$ cat config.mk
export PLATFORM = sky130hd
export DESIGN_NAME = timer
export DESIGN_NICKNAME = d
export VERILOG_FILES = /design/src/rtl/timer.sv
export SDC_FILE = /design/constraint.sdc
export NUM_CORES = 1
export LEC_CHECK = 0
export ABC_AREA = 1
export ABC_CLOCK_PERIOD_IN_PS = 4250
export BUFFER_PORTS_ARGS = -buffer_cell sky130_fd_sc_hd__buf_2
export CELL_PAD_IN_SITES_DETAIL_PLACEMENT = 1
export CELL_PAD_IN_SITES_GLOBAL_PLACEMENT = 2
export CORE_MARGIN = 2
export CORE_UTILIZATION = 31
export DETAILED_ROUTE_END_ITERATION = 8
export PLACE_DENSITY = 0.94
export SETUP_SLACK_MARGIN = 0.1
export SYNTH_ARGS = -nofsm -noshare
export SYNTH_HDL_FRONTEND = slang
export SYNTH_SLANG_ARGS = --single-unit
$ cat constraint.sdc
create_clock -name clk -period 4.25 [get_ports clk]
set_clock_uncertainty 0.1 [all_clocks]
set_input_delay 0.2125 -clock clk [delete_from_list [all_inputs] [get_ports clk]]
set_output_delay 0.2125 -clock clk [all_outputs]
set_load 0.005 [all_outputs]
$ cat src/rtl/timer.sv
// timer: start/halt controlled up-counter with live terminal-count compare,
// one-shot or auto-reload. Define TIMER_IRQ_EN to add the registered irq pulse.
module timer (
   input  logic        clk,
   input  logic        reset,
   input  logic        rf_trig_start,
   input  logic        rf_trig_halt,
   input  logic        rf_mode,
   input  logic [31:0] rf_termcount,
   output logic        ro_status,
   output logic [31:0] ro_currcount
`ifdef TIMER_IRQ_EN
   ,
   output logic        irq
`endif
);

   // state  | meaning
   // S_IDLE | stopped (reset or halted), outputs held
   // S_RUN  | counting toward rf_termcount
   // S_DONE | one-shot finished, count and status held
   typedef enum logic [1:0] {S_IDLE, S_RUN, S_DONE} state_t;

   state_t      r_state;
   state_t      w_state_nxt;
   logic [31:0] r_count;
   logic [31:0] w_count_nxt;
   logic        r_status;
   logic        w_status_nxt;
   logic        r_start_q;
   logic        w_start_evt;
   logic        w_terminal;

   assign w_start_evt = rf_trig_start & ~r_start_q;
   // >= rather than == so a termcount lowered below the count still ends the run
   assign w_terminal  = (r_count >= rf_termcount);

   always_comb begin
      w_state_nxt  = r_state;
      w_count_nxt  = r_count;
      w_status_nxt = r_status;
      if (rf_trig_halt) begin
         w_state_nxt = S_IDLE;
      end else if (w_start_evt) begin
         w_state_nxt  = S_RUN;
         w_count_nxt  = 32'd0;
         w_status_nxt = 1'b0;
      end else if (r_state == S_RUN) begin
         if (w_terminal) begin
            w_status_nxt = 1'b1;
            if (rf_mode) begin
               w_count_nxt = 32'd0;
            end else begin
               w_state_nxt = S_DONE;
            end
         end else begin
            w_count_nxt = r_count + 32'd1;
         end
      end
   end

   always_ff @(posedge clk) begin
      if (reset) begin
         r_state   <= S_IDLE;
         r_count   <= 32'd0;
         r_status  <= 1'b0;
         r_start_q <= 1'b0;
      end else begin
         r_state   <= w_state_nxt;
         r_count   <= w_count_nxt;
         r_status  <= w_status_nxt;
         r_start_q <= rf_trig_start;
      end
   end

   assign ro_currcount = r_count;
   assign ro_status    = r_status;

`ifdef TIMER_IRQ_EN
   logic w_term_evt;
   logic r_irq;

   assign w_term_evt = (r_state == S_RUN) & ~rf_trig_halt & ~w_start_evt & w_terminal;

   always_ff @(posedge clk) begin
      if (reset) begin
         r_irq <= 1'b0;
      end else begin
         r_irq <= w_term_evt;
      end
   end

   assign irq = r_irq;
`endif

endmodule

==> insert_results.sql, run 1 <==
INSERT INTO impl_metrics (metric_group, metric, value, unit) VALUES
('outcome', 'status', 'complete, no violations', ''),
('drt', 'wirelength_per_cell', '13.26', 'um'),
('setup_path', 'worstRegToRegCells', '14', ''),
('worst_hold_path', 'worst_hold_startpoint', 'rf_trig_start', ''),
('drt', 'routed_wl', '10.12', 'mm'),
('yosys', 'yosys_most_used_dff', 'sky130_fd_sc_hd__dfxtp_1', ''),
('timing', 'report.final.slew_viol_count', '0', ''),
('cts', 'ctsLongestPathBuffers', '2', ''),
('drt', 'initialDrtViolationCount', '135', ''),
('power_and_ir_drop', 'total_power_per_unit_cell_area', '233.3', 'mW/mm^2'),
('power_and_ir_drop', 'cell_internal_pwr', '617.3', 'uW'),
('worst_hold_path', 'hold_path_depth', '3', ''),
('yosys', 'yosysWarningCount', '0', ''),
('layout', 'antenna_cells_inserted', '0', ''),
('worst_hold_path', 'min-delay-path-class', 'primary input to flop', ''),
('timing', 'setup_tns', '0', 'ns'),
('yosys', 'synthesis.area', '0.003386', 'mm^2'),
('power_and_ir_drop', 'power_frac_seq', '0.426', ''),
('yosys', 'synth_common_cells', 'sky130_fd_sc_hd__nand2_1, sky130_fd_sc_hd__nor2_1, sky130_fd_sc_hd__inv_1', ''),
('run', 'drv_cap', '0', ''),
('yosys', 'syn-instance-count', '556', ''),
('timing', 'min_period_over_period', '0.6712', ''),
('yosys', 'synth.lib_cells_used.distinct', '34', ''),
('global_routing', 'total_gr_overflow', '0', ''),
('layout', 'layout.core_utilization', '0.3663', ''),
('placement', 'io_buffer_count', '69', ''),
('timing', 'setup_viol_count_final', '0', ''),
('cts', 'clock_sinks', '36', ''),
('yosys', 'synthDominantCellAreaShare', '0.2129', ''),
('setup_path', 'r2r_slack', '1.40', 'ns'),
('layout', 'final_layout_size_suffix_gt1_frac', '0.1589', ''),
('yosys', 'synth_fp_nets', '626', ''),
('timing', 'worst_slack', '1.397', 'ns'),
('yosys', 'synth_area_leaders', 'sky130_fd_sc_hd__dfxtp_1, sky130_fd_sc_hd__nand2_1, sky130_fd_sc_hd__ha_1', ''),
('setup_path', 'setup.worst_path.class', 'flop to flop', ''),
('setup_path', 'worstSetupStartpoint', 'ro_currcount[0]$_SDFFE_PP0P_', ''),
('power_and_ir_drop', 'cellLeakagePower', '2.089', 'nW'),
('cts', 'cts_tree', 'yes', ''),
('cts', 'cts_htree_levels', '2', ''),
('yosys', 'async_reset_ff_frac', '0', ''),
('power_and_ir_drop', 'combPwrFrac', '0.227', ''),
('setup_path', 'critPathLaunchType', 'flop', ''),
('global_routing', 'grt_first_pass_wirelength', '17.24', 'mm'),
('yosys', 'netlist.top_cell.by_area', 'sky130_fd_sc_hd__dfxtp_1', ''),
('timing', 'post-route-min-period', '2.853', 'ns'),
('die', 'io_pins', '70', ''),
('drt', 'post_drt_via_cell_ratio', '4.692', ''),
('global_routing', 'grt_usage', '0.1818', ''),
('die', 'dieWidth', '108.5', 'um'),
('drt', 'ant_nets', '0', ''),
('timing', 'unrepaired_setup_endpoints_after_global_routing', 'false', ''),
('power_and_ir_drop', 'irDropWorstVdd', '0.00009927', 'V'),
('timing', 'timing.fmax', '350.5', 'MHz'),
('cts', 'numCtsBuffers', '5', ''),
('die', 'placeableCoreArea', '0.01075', 'mm^2'),
('setup_path', 'worst-path-max-fanout', '27', ''),
('yosys', 'avgSynthCellArea', '6.089', 'um^2'),
('yosys', 'synth-edff-count', '0', ''),
('layout', 'layoutNonFillerInstCount', '763', ''),
('cts', 'post_cts_hold_fix_bufs', '1', ''),
('timing', 'max-slew-margin-rel', '0.2180', ''),
('setup_path', 'critical_register_to_register_path_startpoint', 'ro_currcount[0]$_SDFFE_PP0P_', ''),
('timing', 'timing_worst_slew_pin_value', '1.172', 'ns'),
('layout', 'nets', '692', ''),
('die', 'dieArea', '0.01177', 'mm^2'),
('placement', 'place.detailed.hpwl', '8.085', 'mm'),
('cts', 'cts_root_buf', 'sky130_fd_sc_hd__clkbuf_8', ''),
('power_and_ir_drop', 'finalPower', '918.3', 'uW'),
('drt', 'detail_route.drc_violations', '0', ''),
('placement', 'dpl-instance-area', '0.003819', 'mm^2'),
('cts', 'cts.reportedPaths.clkPinSlew', '0.09', 'ns');
## final timing paths
check	endpoint
setup / recovery	ro_currcount[20]$_SDFFE_PP0P_
hold / removal	r_start_q$_SDFF_PP0_
setup reg to reg	ro_currcount[20]$_SDFFE_PP0P_
hold reg to reg	r_state[1]$_SDFFE_PP0P_
## cell usage in the layout (no fill, tap or decap), drive strengths merged
| master | instances |
|---|---|
| xor2 | 16 |
| o21ai | 7 |
| inv | 93 |
| buf | 69 |
| clkinv | 2 |
| bufinv | 1 |
| a21boi | 1 |
| a21oi | 24 |
| and2 | 1 |
| nor3 | 11 |
| o21a | 2 |
| nand2 | 166 |
| clkbuf | 6 |
| ha | 33 |
| dlygate4sd3 | 1 |
| nand4 | 16 |
| xnor2 | 5 |
| nor2 | 107 |
| nand3 | 26 |
| dfxtp | 36 |
## cells by family after synthesis
kind of cell             count (synthesis)  synth area share
XOR/XNOR                                21           0.05432
flip-flops                              36            0.2129
buffers and inverters                  105            0.1301
AND/OR/NAND/NOR                        327            0.4183
adder cells (fa/ha/maj)                 33            0.1220
AO/OA/AOI/OAI                           34           0.06245
## power groups by stage
stage | clock [mW] | combinational (mW) | sequential [mW]
3_5_place_dp | 0 | 0.210 | 0.400
3_3_place_gp | 0 | 0.199 | 0.398
5_1_grt | 0.342 | 0.243 | 0.396
2_1_floorplan | 0 | 0.145 | 0.391
4_1_cts | 0.330 | 0.212 | 0.391
6_report | 0.319 | 0.209 | 0.391
## registers in the layout, summed over array words and instances (netlist names)
name and flops:
ro_status 1, r_state 2, ro_currcount 32, r_start_q 1
## layout make-up
type | instances | area [um^2]
multi-input cells | 415 | 2225
clock inverters | 2 | 35.03
inverters | 94 | 352.8
flip-flops and latches | 36 | 720.7
fillers | 1504 | 6809
well taps | 140 | 175.2
clock buffers | 6 | 72.57
repair buffers | 70 | 355.3
## routing by layer
layer | track usage | share of wire | vias to the layer above
met1 | 0.2322 | 0.47 | 1673
met3 | 0.02652 | 0.033 | 9
li1 | - | - | 1843
met4 | 0.03938 | 0.0086 | 0
met5 | 0 | 0 | -
met2 | 0.3228 | 0.48 | 55
## worst max-delay path, cell delays in order (launching register included)
cell and delay, ns:
sky130_fd_sc_hd__dfxtp_1 0.51, sky130_fd_sc_hd__inv_1 0.14, sky130_fd_sc_hd__ha_1 0.29, sky130_fd_sc_hd__nand4_1 0.10
sky130_fd_sc_hd__nor2_1 0.05, sky130_fd_sc_hd__nor2_1 0.08, sky130_fd_sc_hd__nand2_1 0.08, sky130_fd_sc_hd__nand2_1 0.06
sky130_fd_sc_hd__nand2_1 0.10, sky130_fd_sc_hd__nand2_2 0.20, sky130_fd_sc_hd__nand2_4 0.15, sky130_fd_sc_hd__a21oi_4 0.60
sky130_fd_sc_hd__nand2_1 0.15, sky130_fd_sc_hd__nand2_1 0.10, sky130_fd_sc_hd__nor2_1 0.06
(Power assumes the default switching activity.)
==> run 2, diff against run 1 <==
Settings changed: ABC_CLOCK_PERIOD_IN_PS 4250 to 2500, CORE_UTILIZATION 31 to 26, PLACE_DENSITY 0.94 to 0.85.
Clock period 4.25 ns to 2.5 ns, I/O delays scaled along.
==> run 2 against run 1 <==
  * Via count up 5.4%
  * Register-to-register slack worse by 1.1 ns
  * Sequential share of layout area down 1.9 points
  * Non-clock buffer count up 44
  * Cell count up 10%
  * Clock power up 130%
  * Die area up 18%
  * Design area up 12%
  * Maximum frequency up 31%
  * Critical path type unchanged
  * Critical endpoint is now ro_currcount[28]$_SDFFE_PP0P_
==> insert_results.sql, run 2 (same netlist as run 1, synthesis figures left out) <==
INSERT INTO impl_metrics (metric_group, metric, value, unit) VALUES
('outcome', 'status', 'complete, no violations', ''),
('die', 'floorplan.initialDensity', '0.2672', ''),
('timing', 'min_period_over_period', '0.8735', ''),
('drt', 'firstDrtPassIters', '4', ''),
('layout', 'layout.core_utilization', '0.3464', ''),
('cts', 'cts.reportedPaths.clkPinSlew', '0.06', 'ns'),
('setup_path', 'worst-path-max-fanout', '13', ''),
('setup_path', 'setup.worst_path.class', 'flop to flop', ''),
('layout', 'largest_register_ffs', '32', ''),
('timing', 'unrepaired_setup_endpoints_after_global_routing', 'false', ''),
('global_routing', 'total_gr_overflow', '0', ''),
('drt', 'vias', '3774', ''),
('placement', 'io_buffer_count', '69', ''),
('timing', 'max-slew-margin-rel', '0.6662', ''),
('drt', 'highest-signal-layer', 'met4', ''),
('layout', 'layoutNonFillerInstCount', '839', ''),
('timing', 'report.final.slew_viol_count', '0', ''),
('die', 'die_y', '118.1', 'um'),
('die', 'dieWidth', '118.1', 'um'),
('global_routing', 'grt_start_max_net_pins', '34', ''),
('layout', 'layout.cells.most_common_list', 'sky130_fd_sc_hd__nand2_1, sky130_fd_sc_hd__nor2_1, sky130_fd_sc_hd__inv_1, sky130_fd_sc_hd__buf_2, sky130_fd_sc_hd__buf_4', ''),
('cts', 'cts_root_buf', 'sky130_fd_sc_hd__clkbuf_16', ''),
('worst_hold_path', 'hold_path_depth', '4', ''),
('placement', 'routabilityCongestion', '0.8437', ''),
('setup_path', 'worstRegToRegCells', '13', ''),
('power_and_ir_drop', 'irDropWorstVdd', '0.0002444', 'V'),
('global_routing', 'vias_in_the_first_global_route', '4002', ''),
('global_routing', 'grt_usage', '0.1639', ''),
('global_routing', 'initial_antenna_violation_count', '0', ''),
('power_and_ir_drop', 'total_power_per_unit_cell_area', '415.1', 'mW/mm^2'),
('timing', 'setup_viol_count_final', '0', ''),
('placement', 'placedCellCount', '827', ''),
('setup_path', 'endpoint_kind', 'flop', ''),
('timing', 'post-route-min-period', '2.184', 'ns'),
('cts', 'numCtsBuffers', '5', ''),
('drt', 'initialDrtViolationCount', '140', ''),
('die', 'dieArea', '0.01395', 'mm^2'),
('drt', 'wl_met1', '5.292', 'mm'),
('drt', 'met2_routed_length', '5.444', 'mm'),
('layout', 'nets', '736', ''),
('placement', 'place.detailed.hpwl', '9.027', 'mm'),
('cts', 'cts_tree', 'yes', ''),
('drt', 'ant_nets', '0', ''),
('global_routing', 'grt_first_pass_wirelength', '18.92', 'mm'),
('die', 'io_pins', '70', ''),
('worst_hold_path', 'min-delay-path-class', 'primary input to flop', ''),
('layout', 'layout.cells.most_common', 'sky130_fd_sc_hd__nand2_1', ''),
('drt', 'wirelength_per_cell', '13.33', 'um'),
('timing', 'hold_viol', '0', ''),
('layout', 'final_layout_size_suffix_gt1_frac', '0.2159', ''),
('cts', 'cts_htree_levels', '2', ''),
('timing', 'timing_worst_slew_pin_value', '0.4968', 'ns'),
('drt', 'post_drt_via_cell_ratio', '4.498', ''),
('timing', 'setup_tns', '0', 'ns'),
('setup_path', 'critPathLaunchType', 'flop', ''),
('die', 'number_of_core_rows', '41', ''),
('cts', 'clk_latency', '0.28', 'ns'),
('layout', 'nFillCells', '1730', ''),
('die', 'placeableCoreArea', '0.01267', 'mm^2'),
('timing', 'timing.fmax', '457.9', 'MHz'),
('cts', 'clock_sinks', '36', ''),
('run', 'drv_cap', '0', ''),
('drt', 'routed_wl', '11.18', 'mm'),
('setup_path', 'worst-endpoint-required', '2.62', 'ns'),
('drt', 'met3_length', '302', 'um'),
('power_and_ir_drop', 'cellLeakagePower', '2.342', 'nW'),
('layout', 'flow.area_growth_from_synthesis', '29.64', '%'),
('layout', 'antenna_cells_inserted', '0', ''),
('setup_path', 'worstPathArrival', '2.30', 'ns'),
('cts', 'ctsLongestPathBuffers', '2', ''),
('drt', 'detail_route.drc_violations', '0', '');
run 2: cell types whose count changed in the layout (fill, tap and decap cells not counted):
cell	change
sky130_fd_sc_hd__dlygate4sd3_1	+1
sky130_fd_sc_hd__clkinvlp_4	+1
sky130_fd_sc_hd__inv_1	-1
sky130_fd_sc_hd__buf_4	+42
sky130_fd_sc_hd__nand2_4	+1
sky130_fd_sc_hd__buf_12	+1
sky130_fd_sc_hd__clkbuf_8	-5
sky130_fd_sc_hd__clkbuf_16	+5
sky130_fd_sc_hd__nand2_2	-1
sky130_fd_sc_hd__nor2_2	+1
sky130_fd_sc_hd__nor2_1	-1
run 2: final cells by class:
class / instances / area [um^2] / share of cell area
tap: 172 / 215.2 / 0.04903
sequential: 36 / 720.7 / 0.1642
inverter: 94 / 356.6 / 0.08124
clock buffer: 6 / 128.9 / 0.02936
multi-input combinational: 415 / 2232 / 0.5086
clock inverter: 2 / 35.03 / 0.007982
timing repair buffer: 114 / 700.7 / 0.1596
run 2: per-layer routing:
layer  track usage  vias up
met3       0.02132       11
met4       0.03163        0
met1        0.2092     1776
met2        0.2941       52
met5             0        -
li1              -     1935
run 2: what timing repair did:
item,4_1_cts,5_1_grt
setup buffers,0,2
hold buffers,2,0
setup endpoints to repair,3,11
hold endpoints to repair,1,0
cloned,0,0
gates resized for setup,1,2
pin swaps,0,0
run 2: path summary, 6_finish.rpt:
path / startpoint / endpoint / slack [ns]
worst max-delay path: ro_currcount[11]$_SDFFE_PP0P_ / ro_currcount[28]$_SDFFE_PP0P_ / 0.32
worst max register to register: ro_currcount[11]$_SDFFE_PP0P_ / ro_currcount[28]$_SDFFE_PP0P_ / 0.32
worst min register to register: r_state[1]$_SDFFE_PP0P_ / r_state[1]$_SDFFE_PP0P_ / 0.38
worst min-delay path: rf_trig_halt / r_state[1]$_SDFFE_PP0P_ / 0.03
run 2: worst max-delay path, stage by stage, from the launching register on:
cell	delay [ns]
sky130_fd_sc_hd__dfxtp_1	0.33
sky130_fd_sc_hd__ha_1	0.31
sky130_fd_sc_hd__a21oi_1	0.12
sky130_fd_sc_hd__o21ai_0	0.12
sky130_fd_sc_hd__a21oi_1	0.19
sky130_fd_sc_hd__nand2_1	0.12
sky130_fd_sc_hd__nand2_2	0.14
sky130_fd_sc_hd__nand2_4	0.10
sky130_fd_sc_hd__nand2_4	0.09
sky130_fd_sc_hd__buf_4	0.20
sky130_fd_sc_hd__nand3_1	0.09
sky130_fd_sc_hd__nand2_1	0.07
sky130_fd_sc_hd__inv_1	0.03
sky130_fd_sc_hd__nor2_1	0.09
run 2: stage by stage:
stage | setup slack, ns | hold slack [ns] | power (mW) | area [um^2]
floorplan | 0.3635 | 0.09738 | 0.9112 | 3386
global placement | 0.1673 | 0.2176 | 1.079 | 4179
detailed placement | 0.1061 | 0.2286 | 1.101 | 4179
CTS | 0.1936 | 0.03331 | 1.846 | 4368
global route | 0.1008 | 0.07463 | 1.930 | 4389
finish | 0.3162 | 0.03394 | 1.822 | 4389
run 2: power breakdown:
group	switching, mW	internal (mW)	total (mW)
logic	0.268	0.198	0.467
registers	0.0186	0.606	0.625
clock network	0.261	0.470	0.731
total	0.548	1.27	1.82
==> run 3, diff against run 2 <==
Settings changed: REMOVE_ABC_BUFFERS set to 1, SETUP_SLACK_MARGIN 0.1 to not set.
==> run 3 against run 2 <==
  * Worst setup slack worse by 0.13 ns
  * Sequential cell count did not move
  * Critical path depth decreased by 1
  * Critical endpoint is now ro_currcount[0]$_SDFFE_PP0P_
  * Largest power group is now registers
  * Critical path type unchanged
  * Sequential power is essentially flat
  * Total power is 6.0% lower
  * Register-to-register slack got worse by 0.13 ns
  * Highest routed layer unchanged
==> insert_results.sql, run 3 (same netlist as run 1, synthesis figures left out) <==
INSERT INTO impl_metrics (metric_group, metric, value, unit) VALUES
('outcome', 'status', 'complete, no violations', ''),
('die', 'io_pins', '70', ''),
('layout', 'largest_register_ffs', '32', ''),
('power_and_ir_drop', 'total_power_per_unit_cell_area', '392.8', 'mW/mm^2'),
('timing', 'post-route-min-period', '2.317', 'ns'),
('global_routing', 'grt_start_max_net_pins', '25', ''),
('die', 'die_y', '118.1', 'um'),
('layout', 'layoutNonFillerInstCount', '839', ''),
('drt', 'initialDrtViolationCount', '144', ''),
('power_and_ir_drop', 'cellLeakagePower', '2.331', 'nW'),
('layout', 'final_layout_size_suffix_gt1_frac', '0.2159', ''),
('global_routing', 'initial_antenna_violation_count', '0', ''),
('cts', 'cts_htree_levels', '2', ''),
('global_routing', 'total_gr_overflow', '0', ''),
('die', 'floorplan.initialDensity', '0.2672', ''),
('timing', 'max-slew-margin-rel', '0.6303', ''),
('drt', 'ant_nets', '0', ''),
('power_and_ir_drop', 'finalPower', '1.712', 'mW'),
('layout', 'antenna_cells_inserted', '0', ''),
('die', 'placeableCoreArea', '0.01267', 'mm^2'),
('layout', 'layout.cells.most_common_list', 'sky130_fd_sc_hd__nand2_1, sky130_fd_sc_hd__nor2_1, sky130_fd_sc_hd__inv_1, sky130_fd_sc_hd__buf_2, sky130_fd_sc_hd__buf_4', ''),
('cts', 'cts_tree', 'yes', ''),
('die', 'number_of_core_rows', '41', ''),
('timing', 'hold-worst-slack', '0.02744', 'ns'),
('global_routing', 'grt_first_pass_wirelength', '19.26', 'mm'),
('timing', 'unrepaired_setup_endpoints_after_global_routing', 'false', ''),
('power_and_ir_drop', 'irDropWorstVdd', '0.0002035', 'V'),
('setup_path', 'worstPathArrival', '2.40', 'ns'),
('global_routing', 'vias_in_the_first_global_route', '4013', ''),
('cts', 'ctsLongestPathBuffers', '2', ''),
('setup_path', 'critPathLaunchType', 'flop', ''),
('placement', 'dpl_worst_slack', '0.006841', 'ns'),
('drt', 'wirelength_per_cell', '13.53', 'um'),
('setup_path', 'setup.worst_path.class', 'flop to flop', ''),
('timing', 'report.final.slew_viol_count', '0', ''),
('cts', 'clock_sinks', '36', ''),
('timing', 'timing_worst_slew_pin_value', '0.5540', 'ns'),
('layout', 'nFillCells', '1715', ''),
('timing', 'setup_tns', '0', 'ns'),
('layout', 'layout.cells.most_common', 'sky130_fd_sc_hd__nand2_1', ''),
('cts', 'cts_root_buf', 'sky130_fd_sc_hd__clkbuf_16', ''),
('worst_hold_path', 'min-delay-path-class', 'primary input to flop', ''),
('drt', 'post_drt_via_cell_ratio', '4.460', ''),
('layout', 'register_area', '720.7', 'um^2'),
('drt', 'detail_route.drc_violations', '0', ''),
('setup_path', 'worst-endpoint-required', '2.58', 'ns'),
('timing', 'setup_viol_count_final', '0', ''),
('placement', 'placedCellCount', '826', ''),
('run', 'drv_cap', '0', ''),
('placement', 'place.detailed.hpwl', '9.360', 'mm'),
('layout', 'nets', '737', ''),
('drt', 'firstDrtPassIters', '4', ''),
('placement', 'io_buffer_count', '69', ''),
('global_routing', 'grt_usage', '0.1685', ''),
('timing', 'min_period_over_period', '0.9268', ''),
('timing', 'hold_viol', '0', ''),
('cts', 'cts.reportedPaths.clkPinSlew', '0.06', 'ns'),
('die', 'dieWidth', '118.1', 'um'),
('placement', 'routabilityCongestion', '0.8399', ''),
('drt', 'vias', '3742', ''),
('layout', 'flow.area_growth_from_synthesis', '28.75', '%'),
('timing', 'worst_slack', '0.1829', 'ns'),
('cts', 'numCtsBuffers', '5', ''),
('setup_path', 'worst-path-max-fanout', '24', ''),
('layout', 'multiInputGateArea', '0.002233', 'mm^2'),
('timing', 'timing.fmax', '431.6', 'MHz'),
('setup_path', 'endpoint_kind', 'flop', ''),
('drt', 'routed_wl', '11.35', 'mm'),
('cts', 'clk_latency', '0.29', 'ns'),
('die', 'dieArea', '0.01395', 'mm^2');
## run 3: routing by layer
| layer | vias to the layer above | GRT usage | wire, um |
|---|---|---|---|
| met4 | 0 | 0.03991 | 126 |
| met1 | 1746 | 0.2193 | 5616 |
| met2 | 63 | 0.2930 | 5300 |
| li1 | 1925 | - | - |
| met3 | 8 | 0.02277 | 310 |
| met5 | - | 0 | 0 |
## run 3: layout make-up
type | instances | share of cell area
clock buffer | 6 | 0.02956
clock inverter | 1 | 0.001148
inverter | 94 | 0.08180
multi-input combinational | 415 | 0.5123
sequential | 36 | 0.1653
tap | 172 | 0.04937
timing repair buffer | 115 | 0.1604
## run 3: path summary, 6_finish.rpt
kind / cells after the start / end / from / slack [ns]
max: 12 / ro_currcount[0]$_SDFFE_PP0P_ / ro_currcount[31]$_SDFFE_PP0P_ / 0.18
min: 4 / r_state[1]$_SDFFE_PP0P_ / rf_trig_halt / 0.03
max reg2reg: 12 / ro_currcount[0]$_SDFFE_PP0P_ / ro_currcount[31]$_SDFFE_PP0P_ / 0.18
min reg2reg: 2 / r_state[1]$_SDFFE_PP0P_ / r_state[1]$_SDFFE_PP0P_ / 0.38
## run 3: timing repair
action                                  in CTS  in global routing
pin swaps                                    0                  1
endpoints found under the hold margin        1                  0
buffers inserted                             0                  4
resized for setup                            1                  3
endpoints found under the setup margin       1                 15
hold buffers                                 2                  0
## run 3: critical path: stages, from the launching register on
cell and delay, ns:
sky130_fd_sc_hd__dfxtp_1 0.36, sky130_fd_sc_hd__ha_1 0.33, sky130_fd_sc_hd__nand2_1 0.08, sky130_fd_sc_hd__nor2_1 0.14, sky130_fd_sc_hd__nand2_1 0.11, sky130_fd_sc_hd__nor2_1 0.19, sky130_fd_sc_hd__nand2_2 0.19, sky130_fd_sc_hd__nand2_4 0.17
sky130_fd_sc_hd__nand2_4 0.07, sky130_fd_sc_hd__nand2_4 0.22, sky130_fd_sc_hd__nand2_1 0.10, sky130_fd_sc_hd__nand2_1 0.08, sky130_fd_sc_hd__nor2_1 0.06
## run 3: metrics by stage
stage	area, um^2	utilization
after CTS	4318	0.3408
after detailed placement	4159	0.3282
final	4359	0.3440
after floorplan	3298	-
after global placement	4159	0.3282
after global routing	4359	0.3440
## run 3: where the power goes
group	internal [mW]	switching (mW)
Sequential	0.606	0.0189
Combinational	0.197	0.271
Clock	0.363	0.256
Total	1.17	0.546
